==> src/rtl/cpu_send_arbiter.sv <==
// cpu_send_arbiter
//   Round-robin arbiter that lets NUM_REQ requesters share one transport send
//   channel. A granted word is held and re-sent until the transport accepts
//   it, with BACKOFF_CYCLES idle cycles after each rejection.
//
// Ports
//   clk, rst        : clock, synchronous active-high reset
//   req_vld/req_data: per-requester valid and 64-bit data (requester i at [64*i +: 64])
//   req_rdy         : one-hot grant, only while idle
//   tx_vld/tx_data/tx_src : send attempt, data and owning requester
//   tx_accept       : transport result, meaningful only while tx_vld=1
//   sent_count      : accepted sends, wrapping 32-bit
//   err_retry       : sticky, set when a transaction collects MAX_RETRY rejects
module cpu_send_arbiter #(
    parameter int NUM_REQ        = 4,
    parameter int BACKOFF_CYCLES = 3,
    parameter int MAX_RETRY      = 15
) (
    input  logic                       clk,
    input  logic                       rst,
    input  logic [NUM_REQ-1:0]         req_vld,
    input  logic [64*NUM_REQ-1:0]      req_data,
    output logic [NUM_REQ-1:0]         req_rdy,
    output logic                       tx_vld,
    output logic [63:0]                tx_data,
    output logic [$clog2(NUM_REQ)-1:0] tx_src,
    input  logic                       tx_accept,
    output logic [31:0]                sent_count,
    output logic                       err_retry
);

    localparam int SRC_W = $clog2(NUM_REQ);

    typedef enum logic [1:0] {IDLE, SEND, BACKOFF} state_t;

    state_t           state_q, state_d;
    logic [SRC_W-1:0] last_q, last_d;
    logic [SRC_W-1:0] src_q, src_d;
    logic [63:0]      data_q, data_d;
    logic [7:0]       retry_q, retry_d;
    logic [7:0]       bo_q, bo_d;
    logic [31:0]      sent_q, sent_d;
    logic             err_q, err_d;
    logic             tx_vld_q, tx_vld_d;

    logic [NUM_REQ-1:0] grant;
    logic               grant_any;
    logic [SRC_W-1:0]   grant_idx;
    logic [SRC_W-1:0]   scan_idx;

    function automatic logic [7:0] sat_inc8(input logic [7:0] v);
        return (v == 8'hFF) ? v : v + 8'd1;
    endfunction

    // Round-robin search starting one past the last winner. Grants are only
    // offered while idle and never during reset.
    always_comb begin
        grant     = '0;
        grant_any = 1'b0;
        grant_idx = '0;
        scan_idx  = '0;
        if (state_q == IDLE && !rst) begin
            for (int k = 1; k <= NUM_REQ; k++) begin
                scan_idx = SRC_W'((int'(last_q) + k) % NUM_REQ);
                if (!grant_any && req_vld[scan_idx]) begin
                    grant_any = 1'b1;
                    grant_idx = scan_idx;
                end
            end
        end
        grant[grant_idx] = grant_any;
    end

    always_comb begin
        state_d = state_q;
        last_d  = last_q;
        src_d   = src_q;
        data_d  = data_q;
        retry_d = retry_q;
        bo_d    = bo_q;
        sent_d  = sent_q;
        err_d   = err_q;
        case (state_q)
            IDLE: begin
                if (grant_any) begin
                    data_d  = req_data[int'(grant_idx)*64 +: 64];
                    src_d   = grant_idx;
                    last_d  = grant_idx;
                    retry_d = 8'd0;
                    state_d = SEND;
                end
            end
            SEND: begin
                if (tx_accept) begin
                    sent_d  = sent_q + 32'd1;
                    state_d = IDLE;
                end else begin
                    retry_d = sat_inc8(retry_q);
                    if (retry_d == 8'(MAX_RETRY)) begin
                        err_d = 1'b1;
                    end
                    // With no backoff the same word is retried back-to-back.
                    if (BACKOFF_CYCLES == 0) begin
                        state_d = SEND;
                    end else begin
                        state_d = BACKOFF;
                        bo_d    = 8'(BACKOFF_CYCLES);
                    end
                end
            end
            BACKOFF: begin
                bo_d = bo_q - 8'd1;
                if (bo_q == 8'd1) begin
                    state_d = SEND;
                end
            end
            default: state_d = IDLE;
        endcase
        tx_vld_d = (state_d == SEND);
    end

    always_ff @(posedge clk) begin
        if (rst) begin
            state_q  <= IDLE;
            last_q   <= SRC_W'(NUM_REQ - 1);
            src_q    <= '0;
            data_q   <= '0;
            retry_q  <= '0;
            bo_q     <= '0;
            sent_q   <= '0;
            err_q    <= 1'b0;
            tx_vld_q <= 1'b0;
        end else begin
            state_q  <= state_d;
            last_q   <= last_d;
            src_q    <= src_d;
            data_q   <= data_d;
            retry_q  <= retry_d;
            bo_q     <= bo_d;
            sent_q   <= sent_d;
            err_q    <= err_d;
            tx_vld_q <= tx_vld_d;
        end
    end

    assign req_rdy    = grant;
    assign tx_vld     = tx_vld_q;
    assign tx_data    = data_q;
    assign tx_src     = src_q;
    assign sent_count = sent_q;
    assign err_retry  = err_q;

endmodule

==> config.mk <==
export PLATFORM = sky130hd
export DESIGN_NAME = cpu_send_arbiter
export DESIGN_NICKNAME = d
export VERILOG_FILES = /design/src/rtl/cpu_send_arbiter.sv
export SDC_FILE = /design/constraint.sdc
export NUM_CORES = 1
export LEC_CHECK = 0
export CAP_MARGIN = 20
export CORE_AREA = 2 2 142 144
export CTS_CLUSTER_DIAMETER = 40
export DETAILED_ROUTE_END_ITERATION = 6
export DIE_AREA = 0 0 144 146
export PLACE_DENSITY = 0.84
export SYNTH_ARGS = -nofsm -noshare
export SYNTH_HDL_FRONTEND = slang
export SYNTH_SLANG_ARGS = --single-unit
==> constraint.sdc <==
create_clock -name clk -period 5.33 [get_ports clk]
set_input_delay 1.066 -clock clk [delete_from_list [all_inputs] [get_ports clk]]
set_output_delay 1.066 -clock clk [all_outputs]
set_load 0.02 [all_outputs]
==> flow_summary_export.csv <==
group,metric,value,unit
critical_path,critPathCaptureType,"output port",
logic_synthesis,ys_types,51,
clock_network,cts_tree,"done",
detailed_routing,drc_errors,0,
sta,tightest_slew,1.10,ns
floorplan,initial_utilization,35.7,%
sta,setup_tns,0,ns
floorplan,chipWidth,144,um
power,power_density,281,nW/um2
logic_synthesis,syn-instance-count,853,
logic_synthesis,syn_nets,1120,
detailed_routing,routedWlPerCell,19.9,um
finish,fillCellCount,1712,
placement,io_buffer_count,366,
critical_path,crit_type,"input port to output port",
power,ir_drop,196,uV
sta,hold_violations,0,
sta,min_period,4.61,ns
sta,rsz0062_at_grt,"false",
detailed_routing,viasPerCell,5.65,
logic_synthesis,ys.flop_type,"dfxtp_1",
clock_network,holdBufCountCts,0,
clock_network,htree_num_levels,4,
placement,hpwlAfterDp,19700,um
logic_synthesis,yosysWarnings,0,
global_routing,antenna_found_initial,4,
critical_path,path_buf_inv,2,
finish,finalNetCount,1430,
floorplan,dieHeight,146,um
logic_synthesis,avgSynthCellArea,8.09,um2
floorplan,core,19300,um2
finish,syn_to_final_growth,64.2,%
detailed_routing,firstDrtPassIters,5,
finish,fin_util,58.6,%
detailed_routing,drtAntennaViolNets,0,
logic_synthesis,synth_seq_cells,120,
worst_hold_path,hp-class,"flip-flop to flip-flop",
logic_synthesis,ys_async_sr_fraction,0,%
logic_synthesis,synth_top_cell_by_area,"dfxtp_1",
sta,setup_violations,0,
detailed_routing,routed_wl,28700,um
critical_path,cp_max_fo,5,
critical_path,slowest_delay,0.66,ns
placement,gp_congestion,0.882,
global_routing,grt_usage,26.8,%
logic_synthesis,synth_edf_count,0,
clock_network,postCtsSetupBuffers,0,
sta,finalMaxSlewViolations,0,
clock_network,clock_latency,0.43,ns
floorplan,io_pins,367,
critical_path,setup.worst_path.start_class,"input port",
clock_network,cts-root-buf,"clkbuf_16",
sta,min_period_over_period,86.5,%
logic_synthesis,syn_area,6900,um2
detailed_routing,vias,8167,
floorplan,dieArea,21000,um2
global_routing,grt_pass1_vias,7892,
flow_run,maxCapViolCount,0,
detailed_routing,drt_first_iter_violations,435,
finish,drive_gt1_share,5.36,%
clock_network,clock-sinks,120,
critical_path,path_delay_family,"simple AND/OR/NAND/NOR gates",
global_routing,grt_pass1_wl,44100,um
critical_path,crit_slowest_cell,"or4_1",
finish,final_cell_mix,"365 x clkdlybuf4s50_1, 152 x nand2_1, 120 x dfxtp_1",
clock_network,cts.path.max_buffers,2,
logic_synthesis,yosysSeqAreaShare,34.8,%
sta,slew_headroom,26.7,%
sta,max_freq,0.217,GHz
clock_network,path_clk_slew,0.06,ns
critical_path,path_cells,"clkdlybuf4s50_1 -> nor2_1 -> o21ai_1 -> or4_1 -> nor3_1 -> clkdlybuf4s50_1",
critical_path,critPathRequiredTime,4.26,ns
clock_network,cts_resized,0,
logic_synthesis,yosysTopAreaCellShare,34.8,%
run_status,status,"completed",
finish,layout_commonest_cell,"clkdlybuf4s50_1",
sta,finalClockSkew,0.0127,ns
logic_synthesis,ys_top_cells_by_area,"dfxtp_1 35%, nand2_1 8.3%, a311oi_1 8.3%",
global_routing,grt-ovfl-total,0,
floorplan,rows,51,
critical_path,arrival,3.54,ns
global_routing,grt_max_degree,107,
critical_path,path_common_cell,"clkdlybuf4s50_1",
power,cellLeakagePower,3.88,nW
clock_network,cts_buffers,17,
-- synth_stat cells (2+ instances only) --
cell / n
nand2_1: 152
dfxtp_1: 120
clkbuf_1: 67
a211oi_1: 65
a311oi_1: 65
o21bai_1: 65
nor4b_1: 64
nor2_1: 48
xnor2_1: 23
a21oi_1: 22
nor4_1: 18
buf_2: 17
nor3_1: 16
nand3_1: 12
inv_1: 11
nand4_1: 9
o21ai_0: 9
or3_1: 7
xor2_1: 5
and4_1: 4
ha_1: 4
mux2i_1: 4
or4_1: 4
buf_1: 3
nand2b_1: 3
a2111oi_2: 2
a21o_1: 2
and2_1: 2
and3_1: 2
nand3b_1: 2
nor3b_1: 2
o211ai_1: 2
o311ai_0: 2
or3_2: 2
or4_2: 2
-- path summary, 6_finish.rpt --
| kind | startpoint | slack, ns | end | cells after the start |
|---|---|---|---|---|
| setup / recovery | req_vld[0] | 0.72 | req_rdy[3] | 6 |
| hold / removal | tx_src[1] | 0.47 | tx_src[1] | 2 |
| setup reg to reg | last_q[1] | 2.49 | tx_data[58] | 7 |
| hold reg to reg | tx_src[1] | 0.47 | tx_src[1] | 2 |
-- layout make-up --
| cell class | instances | area, um2 | share of cell area, % |
|---|---|---|---|
| multi-input cells | 635 | 4150 | 36.6 |
| repair buffers | 378 | 3750 | 33.1 |
| flip-flops and latches | 120 | 2400 | 21.2 |
| clock buffers | 20 | 457 | 4.03 |
| well taps | 265 | 332 | 2.93 |
| clock inverters | 12 | 188 | 1.66 |
| inverters | 11 | 41.3 | 0.365 |
| diodes | 4 | 10.0 | 0.0884 |
-- metal layers --
metal / GRT usage (%) / share of wire, % / vias up / wire length, um
li1: - / - / 3844 / -
met1: 32.7 / 39 / 3882 / 11300
met2: 43.2 / 48 / 370 / 13900
met3: 7.57 / 7.9 / 71 / 2280
met4: 13.0 / 4.3 / 0 / 1230
met5: 0 / 0 / - / 0
-- registers in the layout, summed over array words and instances (netlist names) --
| name | flops |
|---|---|
| tx_data | 64 |
| state_q | 2 |
| tx_src | 2 |
| tx_vld | 1 |
| last_q | 2 |
| retry_q | 8 |
| sent_count | 32 |
| bo_q | 8 |
| err_retry | 1 |
-- stage by stage --
step | hold slack [ns] | total power, mW | cell area (um2) | setup WS (ns) | cells
final | 0.471 | 3.18 | 11300 | 0.721 | 1445
after global routing | 0.516 | 3.30 | 11300 | 0.613 | 1444
after CTS | 0.479 | 3.19 | 11300 | 0.728 | 1441
after detailed placement | 0.470 | 1.92 | 10700 | 0.766 | 1409
after global placement | 0.444 | 1.90 | 10700 | 0.780 | 1409
after floorplan | 0.488 | 1.47 | 6900 | 1.71 | 853
-- worst register-to-register path: stages, from the launching register on --
cell and delay (ns):
dfxtp_1 0.38, nand2b_1 0.21, a21oi_4 0.20, or3_4 0.17, buf_4 0.41, buf_4 0.86
a211oi_1 0.29, a311oi_1 0.24
-- report_power, final --
group / switching [mW] / internal (mW) / total (mW)
combinational: 0.459 / 0.430 / 0.889
sequential: 0.0448 / 0.971 / 1.02
clock: 0.457 / 0.815 / 1.27
total: 0.960 / 2.22 / 3.18
-- cell families (layout without fill, tap and decap cells) --
| family | count (synthesis) | in the layout | synth area share, % |
|---|---|---|---|
| buf+inv | 98 | 421 | 5.64 |
| other cells | 0 | 4 | 0 |
| xor+xnor | 28 | 28 | 3.56 |
| compound gates | 242 | 242 | 26.9 |
| mux | 5 | 5 | 0.744 |
| fa+ha+maj | 4 | 4 | 0.726 |
| simple gates | 356 | 356 | 27.6 |
| flops | 120 | 120 | 34.8 |
Power figures use the tool's default switching activity.
